`config.mk`:
```
export PLATFORM = sky130hd
export DESIGN_NAME = layer_out_collector
export DESIGN_NICKNAME = d
export VERILOG_FILES = /design/src/rtl/layer_out_collector.sv
export SDC_FILE = /design/constraint.sdc
export NUM_CORES = 1
export LEC_CHECK = 0
export ABC_AREA = 1
export CELL_PAD_IN_SITES_DETAIL_PLACEMENT = 1
export CELL_PAD_IN_SITES_GLOBAL_PLACEMENT = 2
export CORE_ASPECT_RATIO = 0.9
export CORE_MARGIN = 2
export CORE_UTILIZATION = 27
export CTS_CLUSTER_SIZE = 8
export DETAILED_ROUTE_END_ITERATION = 7
export MAX_ROUTING_LAYER = met4
export PLACE_DENSITY_LB_ADDON = 0.3
export SETUP_SLACK_MARGIN = 0.02
export SYNTH_ARGS = -nofsm -noshare
export SYNTH_HDL_FRONTEND = slang
export SYNTH_SLANG_ARGS = --single-unit
```
`constraint.sdc`:
```
create_clock -name clk -period 3 [get_ports clk]
set_input_delay 0.6 -clock clk [delete_from_list [all_inputs] [get_ports clk]]
set_output_delay 0.6 -clock clk [all_outputs]
set_load 0.05 [all_outputs]
```
`src/rtl/layer_out_collector.sv`:
```
// layer_out_collector
//   Tracks the node pipeline after a layer launch, snapshots the node outputs on the capture
//   edge, streams them out one word per valid/ready beat, and computes the arg-max class
//   index while the words go out.
module layer_out_collector #(
   parameter  int NUM_NODES = 8,
   parameter  int LATENCY   = 3,
   parameter  int DATA_W    = 16,
   localparam int IDX_W     = $clog2(NUM_NODES)
) (
   input  logic                    clk,
   input  logic                    reset,
   input  logic                    start,
   input  logic [32*NUM_NODES-1:0] n_bus,
   output logic                    out_valid,
   input  logic                    out_ready,
   output logic [DATA_W-1:0]       out_data,
   output logic [IDX_W-1:0]        out_idx,
   output logic                    out_last,
   output logic                    busy,
   output logic                    class_valid,
   output logic [IDX_W-1:0]        class_idx,
   output logic                    drop_err
);

   localparam int             LAT_W    = (LATENCY > 1) ? $clog2(LATENCY) : 1;
   localparam logic [LAT_W-1:0] LAT_INIT = LAT_W'(LATENCY - 1);
   localparam logic [IDX_W-1:0] LAST_IDX = IDX_W'(NUM_NODES - 1);

   typedef enum logic [1:0] {IDLE, WAIT, SEND} state_t;

   state_t             state;
   state_t             next_state;
   logic [LAT_W-1:0]   lat_cnt;
   logic [IDX_W-1:0]   idx;
   logic [DATA_W-1:0]  snap [NUM_NODES];
   logic [DATA_W-1:0]  max_val;
   logic [IDX_W-1:0]   max_idx;
   logic [DATA_W-1:0]  cur;
   logic               beat;
   logic               last_beat;
   logic               unused_bus;

   // Only the low DATA_W bits of each node word are streamed; the rest is deliberately ignored.
   assign unused_bus = ^n_bus;

   assign cur       = snap[idx];
   assign beat      = (state == SEND) && out_ready;
   assign last_beat = beat && (idx == LAST_IDX);

   // State register.
   // NOTE: sequential state uses non-blocking (<=) so every flop samples pre-edge values.
   always_ff @(posedge clk or negedge reset) begin
      if (!reset) state <= IDLE;
      else        state <= next_state;
   end

   // Next-state logic; a start on the final beat launches the next frame directly.
   // NOTE: next_state gets a default first so no path leaves it unassigned (no latch).
   always_comb begin
      next_state = state;
      case (state)
         IDLE:    if (start) next_state = WAIT;
         WAIT:    if (lat_cnt == '0) next_state = SEND;
         SEND:    if (last_beat) next_state = start ? WAIT : IDLE;
         default: next_state = IDLE;
      endcase
   end

   // Stream outputs; gated so they read zero whenever no word is offered.
   always_comb begin
      out_valid = (state == SEND);
      busy      = (state != IDLE);
      out_data  = out_valid ? cur : '0;
      out_idx   = out_valid ? idx : '0;
      out_last  = out_valid && (idx == LAST_IDX);
   end

   // Datapath: latency count, snapshot, beat index, running arg-max, result and error flag.
   always_ff @(posedge clk or negedge reset) begin
      if (!reset) begin
         lat_cnt     <= '0;
         idx         <= '0;
         max_val     <= '0;
         max_idx     <= '0;
         class_idx   <= '0;
         class_valid <= 1'b0;
         drop_err    <= 1'b0;
         // NOTE: the snapshot is small and must read zero after reset, so it is reset explicitly.
         for (int k = 0; k < NUM_NODES; k++) snap[k] <= '0;
      end else begin
         class_valid <= 1'b0;
         case (state)
            IDLE: begin
               if (start) lat_cnt <= LAT_INIT;
            end
            WAIT: begin
               if (start) drop_err <= 1'b1;
               if (lat_cnt == '0) begin
                  for (int k = 0; k < NUM_NODES; k++) snap[k] <= n_bus[32*k +: DATA_W];
                  idx <= '0;
               end else begin
                  lat_cnt <= lat_cnt - 1'b1;
               end
            end
            SEND: begin
               if (start && !last_beat) drop_err <= 1'b1;
               if (beat) begin
                  // First word seeds the max; later words replace it only when strictly larger.
                  if (idx == '0 || cur > max_val) begin
                     max_val <= cur;
                     max_idx <= idx;
                  end
                  if (idx == LAST_IDX) begin
                     class_idx   <= (cur > max_val) ? idx : max_idx;
                     class_valid <= 1'b1;
                     idx         <= '0;
                     if (start) lat_cnt <= LAT_INIT;
                  end else begin
                     idx <= idx + 1'b1;
                  end
               end
            end
            default: ;
         endcase
      end
   end

endmodule

```
# Word-level counts from Yosys, hierarchy flattened
# Cells that the tools add are included.
[op_classes]
order_cmp = 2
div = 0
addsub = 2
muxes = 26
n_eq_ne = 11
n_shift = 0
n_reduce_logical = 19
multipliers = 0
bitwise = 1
[ops]
columns = ["op", "n"]
rows = [
  ["binary-select mux 16 bit (select 3 bit)", 1],
  ["2-to-1 mux 16 bit", 3],
  ["greater-than comparator 16 bit", 1],
  ["2-to-1 mux 3 bit", 5],
  ["AND reduction 3 bit", 5],
  ["2-to-1 mux 2 bit", 7],
  ["case mux 2 bit (3 select lines)", 2],
  ["inequality test 2 x 1 -> 1 bit, second input constant", 4],
  ["inequality test 2 bit, second input constant", 4],
  ["2-to-1 mux 1 bit", 6],
  ["case mux 3 bit (2 select lines)", 1],
  [">= comparator 4 bit, second input constant", 1],
  ["logical AND 1 bit", 4],
  ["logical NOT 2 bit", 2],
  ["inverter 3 -> 4 bit", 1],
  ["AND reduction 4 bit", 1],
  ["nonzero test 2 bit", 2],
  ["adder 3 x 1 -> 3 bit, second input constant", 1],
  ["equality test 3 bit, second input constant", 1],
  ["logical NOT 3 bit", 1],
  ["nonzero test 3 bit", 1],
  ["equality test 2 x 1 -> 1 bit, second input constant", 1],
  ["equality test 2 bit, second input constant", 1],
  ["case mux 1 bit (2 select lines)", 1],
  ["4 further kinds", 4],
]
[totals]
romBits = 0
latchBits = 0
output_inout_bits = 27
memories = 0
in_bits = 260
mem_bits_rw = 0
ff_bits = 159
elab_cells = 77

# Logic depth before layout (Yosys ltp)
[depth]
depth_word = 7
mapped_depth = 24
ltp_nobuf = 21

# Least setup slack after synthesis
# Ideal clock, no wire load.
[synth_path]
kind = "flip-flop to flip-flop"
startpoint = "register idx[0]"
endpoint = "register max_val[10]"
arrival_ns = 2.374
t_required_ns = 2.884
period_less_slack_ns = 2.490
stages_incl_launch_ff = 21
setup_ns = 0.116
slack_ns = 0.510
n_path_buf = 5
path_cell_list = "dfrtp_1 buf_6 inv_4 buf_4 buf_6 nor2_1 o22ai_1 nand2_1 nand2_1 ha_1 a21o_1 nor2_1 nand2_1 nand2_1 nand2_2 nand2_4 nand2_4 buf_12 buf_12 nand3_2 nand2_1"
[synth_between]
elab_chain_len = 7
word_cells_on_any_way = 8
cone_classes = "1 x order compare; 3 x mux; 1 x bitwise; 3 x reduce/logical"
[synth_lines]
columns = ["element", "line_no", "source"]
rows = [
  ["start, declared", "35", "logic [IDX_W-1:0] idx;"],
  ["start signal, assigned", "120", "idx <= idx + 1'b1;"],
  ["inverter 3 -> 4 bit (implied by the code)", "47", "assign cur = snap[idx];"],
  ["binary-select mux 16 bit (select 3 bit)", "47", ""],
  ["2-to-1 mux 16 bit (implied by the code) (2 in series)", "47", ""],
  ["named net cur[7]", "39", "logic [DATA_W-1:0] cur;"],
  ["greater-than comparator 16 bit", "110", "if (idx == '0 || cur > max_val) begin"],
  ["logical OR 1 bit", "110", ""],
  ["AND reduction 3 bit (no line)", "--", ""],
  ["end signal, assigned", "111", "max_val <= cur;"],
  ["end, declared", "37", "logic [DATA_W-1:0] max_val;"],
]
# The timed path passes the listed nets, and every way through them passes these cells. The select of a mux whose other input is x is not followed.
# A chain may end at the register's enable or synchronous reset.

# Worst setup path after layout
[layout_path]
startpoint = "register idx[0]"
endpoint = "register max_val[2]"
# Same word-level chain as after synthesis.

==> flow_summary.json <==
{
  "rows": 59,
  "cts-root-buf": "clkbuf_16",
  "grt_first_pass_wirelength_um": 37200,
  "peakVddDrop_uv": 439,
  "initial_core_util_pct": 27.3,
  "cp-end-kind": "flop",
  "netlist_area_um2": 7890,
  "rsz0062_at_grt": "yes",
  "synth_cell_type_count": 31,
  "first_global_vias": 6421,
  "synth_fp_nets": 1030,
  "min_period_ns": 2.86,
  "synth_top_family_by_area": "multiplexers",
  "dominantRegCellSynth": "dfrtp_1",
  "synthToLayoutAreaGrowth_pct": 38.4,
  "min_path_type": "in2async",
  "power.total_w": 0.0106,
  "grt_max_degree": 57,
  "finalSetupViolations": 0,
  "hold_buffers": 0,
  "nets": 1195,
  "worst_slew_pin_slew_ns": 0.877,
  "synthMuxAreaShare_pct": 18.3,
  "nFillCells": 3213,
  "die_y_um": 166,
  "synthCells": 750,
  "dpl.hpwl_um": 17000,
  "routedWlPerCell_um": 18.2,
  "clkLatencyLatePin_ns": 0.44,
  "drv_slew": 0,
  "clock.fmax_mhz": 350,
  "cts_tree": "done",
  "crit_type": "reg2reg",
  "cts_buffer_depth": 2,
  "cts_buffers": 17,
  "min_period_over_period_pct": 95.2,
  "dr.pass1.iters": 4,
  "port_buffers": 158,
  "ant_nets": 0,
  "cts_sinks": 159,
  "grtUsageTotal_pct": 16.4,
  "power_frac_comb_pct": 44.1,
  "synth_area_per_cell_um2": 10.5,
  "hold_viol_final": 0,
  "yosysSeqAreaShare_pct": 50.4,
  "pwr-share-seq_pct": 35.1,
  "ys_async_sr_fraction_pct": 100,
  "overflow": 0,
  "place.gp.congestion": 0.769,
  "io_pins": 287,
  "p_switching_w": 0.00408,
  "power.density_nw_per_um2": 970,
  "clock_power_share_pct": 20.8,
  "viasPerCell": 4.55,
  "h-tree-depth": 4,
  "synth_xor_area_share_pct": 0,
  "wl_um": 24100,
  "cp_max_fo": 27,
  "switching_share_pct": 38.5,
  "cp_data_required_time_ns": 3.33,
  "ys_ff_latch": 159,
  "power_leakage_nw": 4.77,
  "final_common_cell": "dfrtp_1",
  "slew_headroom_pct": 41.5,
  "drive_gt1_share_pct": 23.5,
  "dieWidth_um": 184,
  "cap_violations": 0,
  "synth-compound-area-share_pct": 8.69,
  "dieArea_um2": 30600,
  "synth_edf_count": 0,
  "remaining_drc_errors": 0,
  "clk_pin_slew_ns": 0.07,
  "cp-start-kind": "flop",
  "p_int_w": 0.00652,
  "vias": 6034,
  "arrival_ns": 3.18,
  "outcome": "completed",
  "drt_iter0_markers": 235,
  "finalSetupTns_ns": 0,
  "yosys.area_share.simple_pct": 13.4,
  "grt_antenna_before_repair": 2,
  "finClkSkew_ns": 0.0139,
  "yosys_warnings": 0,
  "synth_fa_ha_area_share_pct": 3.17,
  "final_cell_mix": "dfrtp_1, clkdlybuf4s50_1, nand2_1",
  "core_area_um2": 28900
}
[critical path, stage by stage, from the launching register on]
cell and delay [ns]:
dfrtp_2 0.47, buf_4 0.17, clkbuf_16 0.20, nor2_1 0.14
o22ai_2 0.11, nand2_1 0.15, nand2_2 0.12, ha_4 0.29
nand4_1 0.14, nor3_4 0.25, nand3_2 0.17, nand2_4 0.13
nand2_4 0.10, clkbuf_16 0.19, nand3_1 0.07, nand2_1 0.06
[layer usage]
| layer | GRT usage (%) | share of wire (%) | up-vias |
|---|---|---|---|
| li1 | - | - | 2879 |
| met1 | 21.4 | 47 | 3038 |
| met2 | 25.7 | 47 | 100 |
| met3 | 3.99 | 4.5 | 17 |
| met4 | 3.86 | 1.1 | 0 |
| met5 | - | 0 | - |
[final timing paths]
check | startpoint | to | slack [ns] | cells past startpoint
worst max-delay path | idx[0]$_DFFE_PN0P_ | max_val[2]$_DFFE_PN0P_ | 0.14 | 15
worst min-delay path | reset | snap[70]$_DFFE_PN0P_ | 0.12 | 1
worst max register to register | idx[0]$_DFFE_PN0P_ | max_val[2]$_DFFE_PN0P_ | 0.14 | 15
worst min register to register | drop_err$_DFFE_PN0P_ | drop_err$_DFFE_PN0P_ | 0.45 | 1
max in group asynchronous | reset | idx[0]$_DFFE_PN0P_ | 2.10 | 2
min in group clk | drop_err$_DFFE_PN0P_ | drop_err$_DFFE_PN0P_ | 0.45 | 1
[metrics by stage]
stage	cell area [um^2]	setup WS, ns	utilization (%)	cells	hold slack, ns
CTS	10800	0.0386	37.4	1321	0.140
floorplan	7890	0.510	-	750	0.304
global placement	10200	0.150	35.3	1289	0.444
finish	10900	0.143	37.8	1326	0.118
detailed placement	10200	0.118	35.3	1289	0.444
global route	10900	0.00364	37.8	1326	0.143
[area by class of cell]
cell class | instances | area, um^2 | share of cell area (%)
Inverter | 37 | 148 | 1.35
Sequential cell | 159 | 3980 | 36.5
Tap cell | 396 | 495 | 4.54
Clock buffer | 18 | 439 | 4.02
Antenna cell | 2 | 5.00 | 0.0458
Multi-Input combinational cell | 509 | 3500 | 32.1
Clock inverter | 14 | 161 | 1.48
Timing Repair Buffer | 191 | 2190 | 20.0
[Yosys cell counts, types with 2 or more instances]
master | count | share of area (%)
dfrtp_1 | 159 | 50
nand2_1 | 116 | 5.5
mux2_2 | 89 | 13
nor2_1 | 74 | 3.5
o21ai_0 | 69 | 4.4
mux2_1 | 39 | 5.6
o22ai_1 | 32 | 2.5
inv_1 | 30 | 1.4
a21oi_1 | 21 | 1.3
ha_1 | 20 | 3.2
nand3_1 | 19 | 1.2
buf_6 | 14 | 2.0
clkbuf_1 | 14 | 0.67
buf_2 | 12 | 0.76
nand3_2 | 11 | 1.4
inv_2 | 5 | 0.24
nand2_4 | 4 | 0.57
buf_4 | 3 | 0.29
nand2_2 | 3 | 0.24
a21o_1 | 2 | 0.19
buf_12 | 2 | 0.51
nand4_1 | 2 | 0.16
nor2_4 | 2 | 0.29
[flip-flops by register name, summed over array words and instances, names as in the netlist]
name,count
idx,3
max_idx,3
class_valid,1
snap,128
max_val,16
drop_err,1
state,2
lat_cnt,2
class_idx,3
[power groups by stage]
| stage | combinational [W] | clock, W | sequential (W) |
|---|---|---|---|
| after global routing | 0.00524 | 0.00235 | 0.00386 |
| after floorplan | 0.00318 | 0 | 0.00357 |
| after CTS | 0.00464 | 0.00226 | 0.00372 |
| after detailed placement | 0.00461 | 0 | 0.00376 |
| final | 0.00467 | 0.00220 | 0.00372 |
| after global placement | 0.00451 | 0 | 0.00371 |
[cell families (layout without fill, tap and decap cells)]
logic type               count (synthesis)  count (layout)
multiplexers                           128             128
flip-flops                             159             159
other                                    0               2
AND/OR/NAND/NOR                        234             234
adder cells (fa/ha/maj)                 20              20
buffers and inverters                   82             260
AO/OA/AOI/OAI                          127             127
[timing repair]
| item | in CTS | in global routing |
|---|---|---|
| pin swaps | 0 | 2 |
| endpoints found under the setup margin | 2 | 27 |
| setup buffers | 0 | 1 |
| gates resized for setup | 2 | 18 |
| cloned | 0 | 2 |
(Power assumes the default switching activity.)
